### config.mk
export PLATFORM = sky130hd
export DESIGN_NAME = sva_event_collector
export DESIGN_NICKNAME = d
export VERILOG_FILES = /design/src/rtl/sva_event_collector.sv
export SDC_FILE = /design/constraint.sdc
export NUM_CORES = 1
export LEC_CHECK = 0
export ABC_AREA = 1
export ABC_CLOCK_PERIOD_IN_PS = 3250
export BUFFER_PORTS_ARGS = -buffer_cell sky130_fd_sc_hd__buf_4
export CORE_MARGIN = 2
export CORE_UTILIZATION = 60
export CTS_CLUSTER_SIZE = 12
export DETAILED_ROUTE_END_ITERATION = 8
export PLACE_DENSITY_LB_ADDON = 0.12
export SLEW_MARGIN = 0
export SYNTH_ARGS = -nofsm -noshare
export SYNTH_HDL_FRONTEND = slang
export SYNTH_SLANG_ARGS = --single-unit
### constraint.sdc
create_clock -name clk -period 3.25 [get_ports clk]
set_clock_uncertainty 0.1 [all_clocks]
set_input_delay 0.65 -clock clk [delete_from_list [all_inputs] [get_ports clk]]
set_output_delay 0.65 -clock clk [all_outputs]
set_load 0.05 [all_outputs]
### src/rtl/sva_event_collector.sv
// Collects per-site assertion fail/cover pulses into per-slot pending state and
// serializes them as timestamped reports (fail before cover, round-robin in class).

module sva_evt_slot #(
  parameter int TS_W = 16
) (
  input  logic            clk,
  input  logic            rst_n,
  input  logic            clr_i,
  input  logic            pulse_i,
  input  logic            drain_i,
  input  logic [TS_W-1:0] ts_i,
  output logic            pend_o,
  output logic            ovf_o,
  output logic [TS_W-1:0] ts_o
);
  logic            pend_q, pend_d, ovf_q, ovf_d;
  logic [TS_W-1:0] ts_q, ts_d;

  always_comb begin
    pend_d = pend_q;
    ovf_d  = ovf_q;
    ts_d   = ts_q;
    if (clr_i) begin
      pend_d = 1'b0;
      ovf_d  = 1'b0;
    end else if (pulse_i) begin
      // a slot being drained this cycle is free again, so the pulse is a fresh capture
      if (!pend_q || drain_i) begin
        pend_d = 1'b1;
        ovf_d  = 1'b0;
        ts_d   = ts_i;
      end else begin
        ovf_d  = 1'b1;
      end
    end else if (drain_i) begin
      pend_d = 1'b0;
      ovf_d  = 1'b0;
    end
  end

  always_ff @(posedge clk or negedge rst_n) begin
    if (!rst_n) begin
      pend_q <= 1'b0;
      ovf_q  <= 1'b0;
      ts_q   <= '0;
    end else begin
      pend_q <= pend_d;
      ovf_q  <= ovf_d;
      ts_q   <= ts_d;
    end
  end

  assign pend_o = pend_q;
  assign ovf_o  = ovf_q;
  assign ts_o   = ts_q;
endmodule

module sva_rr_pick #(
  parameter int N     = 4,
  parameter int SRC_W = 2
) (
  input  logic [N-1:0]     pend_i,
  input  logic [SRC_W-1:0] ptr_i,
  output logic             found_o,
  output logic [SRC_W-1:0] idx_o
);
  // Scan from farthest to nearest so the last hit is the first pending index at/after ptr.
  always_comb begin
    int j;
    found_o = 1'b0;
    idx_o   = '0;
    j       = 0;
    for (int k = N-1; k >= 0; k--) begin
      j = int'(ptr_i) + k;
      if (j >= N) j = j - N;
      if (pend_i[j]) begin
        found_o = 1'b1;
        idx_o   = SRC_W'(j);
      end
    end
  end
endmodule

module sva_event_collector #(
  parameter  int NUM_SRC = 4,
  parameter  int CNT_W   = 8,
  parameter  int TS_W    = 16,
  localparam int SRC_W   = (NUM_SRC > 1) ? $clog2(NUM_SRC) : 1
) (
  input  logic               clk,
  input  logic               rst_n,
  input  logic               clr,
  input  logic [NUM_SRC-1:0] evt_fail,
  input  logic [NUM_SRC-1:0] evt_cover,
  output logic               out_valid,
  input  logic               out_ready,
  output logic [SRC_W-1:0]   out_src,
  output logic               out_kind,
  output logic [TS_W-1:0]    out_ts,
  output logic               out_ovf,
  output logic [CNT_W-1:0]   fail_total,
  output logic [CNT_W-1:0]   cover_total,
  output logic               any_fail
);
  localparam int SUM_W = CNT_W + $clog2(NUM_SRC + 1);

  logic [TS_W-1:0]                ts_q;
  logic [NUM_SRC-1:0]             f_pend, c_pend, f_ovf, c_ovf, f_drain, c_drain;
  logic [NUM_SRC-1:0][TS_W-1:0]   f_ts, c_ts;
  logic                           f_found, c_found, load;
  logic [SRC_W-1:0]               f_idx, c_idx;
  logic [SRC_W-1:0]               f_ptr_q, f_ptr_d, c_ptr_q, c_ptr_d;
  logic                           vld_q, vld_d, kind_q, kind_d, ovf_q, ovf_d, any_q, any_d;
  logic [SRC_W-1:0]               src_q, src_d;
  logic [TS_W-1:0]                ots_q, ots_d;
  logic [CNT_W-1:0]               ftot_q, ftot_d, ctot_q, ctot_d;
  logic [SUM_W-1:0]               fsum, csum;

  genvar g;
  generate
    for (g = 0; g < NUM_SRC; g++) begin : g_slot
      sva_evt_slot #(.TS_W(TS_W)) u_fail (
        .clk(clk), .rst_n(rst_n), .clr_i(clr), .pulse_i(evt_fail[g]), .drain_i(f_drain[g]),
        .ts_i(ts_q), .pend_o(f_pend[g]), .ovf_o(f_ovf[g]), .ts_o(f_ts[g]));
      sva_evt_slot #(.TS_W(TS_W)) u_cover (
        .clk(clk), .rst_n(rst_n), .clr_i(clr), .pulse_i(evt_cover[g]), .drain_i(c_drain[g]),
        .ts_i(ts_q), .pend_o(c_pend[g]), .ovf_o(c_ovf[g]), .ts_o(c_ts[g]));
    end
  endgenerate

  sva_rr_pick #(.N(NUM_SRC), .SRC_W(SRC_W)) u_pick_fail (
    .pend_i(f_pend), .ptr_i(f_ptr_q), .found_o(f_found), .idx_o(f_idx));
  sva_rr_pick #(.N(NUM_SRC), .SRC_W(SRC_W)) u_pick_cover (
    .pend_i(c_pend), .ptr_i(c_ptr_q), .found_o(c_found), .idx_o(c_idx));

  function automatic logic [SRC_W-1:0] ptr_next(input logic [SRC_W-1:0] i);
    return (i == SRC_W'(NUM_SRC-1)) ? '0 : i + 1'b1;
  endfunction

  assign load = !vld_q || out_ready;

  always_comb begin
    for (int i = 0; i < NUM_SRC; i++) begin
      f_drain[i] = load && f_found && (f_idx == SRC_W'(i));
      c_drain[i] = load && !f_found && c_found && (c_idx == SRC_W'(i));
    end
  end

  always_comb begin
    vld_d   = vld_q;
    src_d   = src_q;
    kind_d  = kind_q;
    ots_d   = ots_q;
    ovf_d   = ovf_q;
    f_ptr_d = f_ptr_q;
    c_ptr_d = c_ptr_q;
    any_d   = any_q | (|evt_fail);
    fsum    = SUM_W'(ftot_q) + SUM_W'($countones(evt_fail));
    csum    = SUM_W'(ctot_q) + SUM_W'($countones(evt_cover));
    ftot_d  = (fsum[SUM_W-1:CNT_W] != '0) ? '1 : fsum[CNT_W-1:0];
    ctot_d  = (csum[SUM_W-1:CNT_W] != '0) ? '1 : csum[CNT_W-1:0];
    if (load) begin
      vld_d = f_found || c_found;
      if (f_found) begin
        src_d   = f_idx;
        kind_d  = 1'b1;
        ots_d   = f_ts[f_idx];
        ovf_d   = f_ovf[f_idx];
        f_ptr_d = ptr_next(f_idx);
      end else if (c_found) begin
        src_d   = c_idx;
        kind_d  = 1'b0;
        ots_d   = c_ts[c_idx];
        ovf_d   = c_ovf[c_idx];
        c_ptr_d = ptr_next(c_idx);
      end
    end
    if (clr) begin
      vld_d   = 1'b0;
      src_d   = '0;
      kind_d  = 1'b0;
      ots_d   = '0;
      ovf_d   = 1'b0;
      f_ptr_d = '0;
      c_ptr_d = '0;
      any_d   = 1'b0;
      ftot_d  = '0;
      ctot_d  = '0;
    end
  end

  always_ff @(posedge clk or negedge rst_n) begin
    if (!rst_n) begin
      ts_q    <= '0;
      vld_q   <= 1'b0;
      src_q   <= '0;
      kind_q  <= 1'b0;
      ots_q   <= '0;
      ovf_q   <= 1'b0;
      f_ptr_q <= '0;
      c_ptr_q <= '0;
      any_q   <= 1'b0;
      ftot_q  <= '0;
      ctot_q  <= '0;
    end else begin
      ts_q    <= ts_q + 1'b1;
      vld_q   <= vld_d;
      src_q   <= src_d;
      kind_q  <= kind_d;
      ots_q   <= ots_d;
      ovf_q   <= ovf_d;
      f_ptr_q <= f_ptr_d;
      c_ptr_q <= c_ptr_d;
      any_q   <= any_d;
      ftot_q  <= ftot_d;
      ctot_q  <= ctot_d;
    end
  end

  assign out_valid   = vld_q;
  assign out_src     = src_q;
  assign out_kind    = kind_q;
  assign out_ts      = ots_q;
  assign out_ovf     = ovf_q;
  assign fail_total  = ftot_q;
  assign cover_total = ctot_q;
  assign any_fail    = any_q;
endmodule

==> results.toml <==
[synthesis]
synthFlopType = "dfrtp_1"
yosys.area.top_type_share_pct = 50.2
yosys-top-cells-count = "309 x nand2_1, 202 x dfrtp_1, 128 x nor2_1"
syn_inst = 1222
synth_nets = 1246
yosys.area.top_type = "dfrtp_1"
ys_ff_latch = 202
synthArstFlopShare_pct = 100
synth.area.top_cells = "dfrtp_1 50%, nand2_1 12%, nand3_1 5.8%, nor2_1 4.8%, o21ai_1 4.5%"
ys_seq_area_share_pct = 50.2
yosysMostFrequentCell = "nand2_1"
synth.distinct_cells = 38
synth_edf_count = 0
syn_area_mm2 = 0.0101
syn_avg_cell_area_um2 = 8.25
yosysWarnings = 0

[route]
route.detailed.drc = 0
ant_nets = 0
firstDrtPassIters = 5
dr.first_iter.drc_count = 683
drt-total-wl_mm = 23.2
vias = 8099
wl_per_cell_um = 15.7
viasPerCell = 5.45

[placed_design]
gp_congestion = 0.835
portBuffers = 49
dp.final_hpwl_mm = 14.9
placed_cells = 1449

[sta]
slew_violations = 0
grt_setup_unrepaired = "false"
finalSetupViolCount = 0
fin_crit_sh_pct = 88.6
timing.fmax_ghz = 0.347
layout_min_cycle_time_ns = 2.88
tightestPinTransition_ns = 0.886
tns_ns = 0
max_slew_margin_pct = 40.7
hold_viol = 0

[floorplan]
row_count = 47
num_io_pins = 50
coreArea_mm2 = 0.0165
die_h_um = 134
dieWidth_um = 134
initial_core_util_pct = 61.0
die_area_mm2 = 0.0179

[final_layout]
fin_util_pct = 68.0
seqCellArea_mm2 = 0.00506
synthToLayoutAreaGrowth_pct = 11.6
multiInputGateArea_mm2 = 0.00424
antenna_cells = 0
nFillCells = 1411
stdcell_count = 1485
drive_above_1_share_pct = 12.6
final_nets = 1277

[clocking]
clk_pin_slew_ns = 0.06
cts_buffers = 22
cts_resized = 0
cts_tree = "done"
clock_latency_ns = 0.50
ctsHoldBuffers = 0
cts-root-buf = "clkbuf_16"
clk_path_buf_depth = 3
htree_levels = 1
cts_setup_buffers = 0
cts_sinks = 202

[pwr]
peakVddDrop_mv = 0.534
power_density_mw_per_mm2 = 817
power.leakage_nw = 5.46
totalPowerFinal_mw = 9.19

[setup_path]
end_kind = "flop"
cp_common_cell = "nand2_1"
critPathArrivalTime_ns = 3.13
path_max_fanout = 32
r2r_end = "g_slot[2].u_fail.ts_o[10]"
cp_slowest_cell = "dfrtp_2"
endpoint = "g_slot[2].u_fail.ts_o[10]"
path_cells = "inv_1, nand2_1, nand2_1, nor2_1, nor2_1, nand3_4, nand2_4, inv_2, ha_1, nand2_1, nand2_1, nand3_1, buf_4, o21ai_0"
critical_path.startpoint = "f_ptr_q[0]"
start_kind = "flop"
critPathRequiredTime_ns = 3.50
rr_worst_depth = 14
r2r-start = "f_ptr_q[0]"
rrSetupSlack_ns = 0.37
cp_slowest_stage_delay_ns = 0.49
criticalPathCategory = "flop to flop"

[worst_hold_path]
min_path_type = "input pin to asynchronous set/reset pin"

[grt]
grt_max_degree = 78
grt_pass1_vias = 7571
grt_pass1_wl_mm = 38.8
track_usage_pct = 27.1
overflow = 0
antenna_found_initial = 0

[job]
max_cap_violations = 0

[outcome]
status = "finished clean"
-- where the power goes --
| group | total [mW] | internal, mW | switching (mW) |
|---|---|---|---|
| clock | 2.35 | 1.39 | 0.957 |
| sequential | 3.09 | 2.85 | 0.238 |
| combinational | 3.75 | 1.13 | 2.62 |
-- state kept, by name, indices dropped and copies added (netlist names) --
signal	count
g_slot.u_cover.ts_o	64
g_slot.u_cover.ovf_o	4
any_fail	1
c_ptr_q	2
out_kind	1
out_valid	1
f_ptr_q	2
out_ovf	1
fail_total	8
ts_q	16
g_slot.u_fail.pend_o	4
g_slot.u_cover.pend_o	4
cover_total	8
g_slot.u_fail.ts_o	64
out_src	2
g_slot.u_fail.ovf_o	4
out_ts	16
-- worst min-delay path by stage --
| stage | startpoint | endpoint | slack [ns] |
|---|---|---|---|
| 2_1_floorplan | rst_n | any_fail | 0.25 |
| 3_3_place_gp | ts_q[9] | ts_q[9] | 0.35 |
| 3_5_place_dp | ts_q[9] | ts_q[9] | 0.37 |
| 4_1_cts | rst_n | any_fail | 0.10 |
| 5_1_grt | rst_n | any_fail | 0.12 |
| 6_report | rst_n | g_slot[2].u_fail.pend_o | 0.06 |
-- routing by layer --
| metal | up-vias | track usage, % | wire length [um] |
|---|---|---|---|
| li1 | 3991 | - | - |
| met1 | 3886 | 40.5 | 10900 |
| met2 | 187 | 42.7 | 10700 |
| met3 | 35 | 3.50 | 1190 |
| met4 | 0 | 6.09 | 380 |
| met5 | - | 0 | 0 |
-- cell families after synthesis --
family / count (synthesis) / share of synthesized area, %
simple gates: 631 / 28.2
fa+ha+maj: 12 / 1.94
buf+inv: 180 / 7.85
flops: 202 / 50.2
compound gates: 177 / 10.1
xor+xnor: 20 / 1.74
-- critical path: cells and delay by family (launching register included) --
kind / cells / cell delay (ns)
and+or+nand+nor: 9 / 1.24
buffers and inverters: 3 / 0.57
DFF: 1 / 0.49
adders and majority gates: 1 / 0.19
AOI/OAI and AO/OA: 1 / 0.14
-- layout make-up --
cell class | count | area share (%)
flip-flops and latches | 202 | 45.0
multi-input cells | 840 | 37.7
clock buffers | 32 | 5.86
repair buffers | 66 | 4.80
inverters | 121 | 4.04
well taps | 220 | 2.45
clock inverters | 4 | 0.178
-- cells in the final DEF (no fill, tap or decap), types with 6 or more instances in the layout --
cell type / netlist / routed
a21oi_1: 14 / 14
a31oi_1: 8 / 8
buf_4: 5 / 62
clkbuf_16: 0 / 23
clkbuf_8: 0 / 6
dfrtp_1: 202 / 201
fa_1: 6 / 6
ha_1: 6 / 6
inv_1: 112 / 112
inv_2: 7 / 7
nand2_1: 309 / 309
nand2_2: 12 / 12
nand3_1: 117 / 117
nand3b_1: 34 / 34
nand4_1: 7 / 7
nor2_1: 128 / 128
o21ai_0: 31 / 31
o21ai_1: 90 / 90
o21ai_2: 25 / 25
xor2_1: 18 / 18
-- through the flow --
stage | setup slack [ns] | area [um2] | hold slack, ns
after global routing | 0.0617 | 11200 | 0.118
final | 0.371 | 11200 | 0.0609
after floorplan | 0.383 | 10100 | 0.254
after detailed placement | 0.0459 | 10600 | 0.366
after CTS | 0.272 | 11200 | 0.105
after global placement | 0.123 | 10600 | 0.352
No activity file was read; power rests on OpenSTA's default activity.
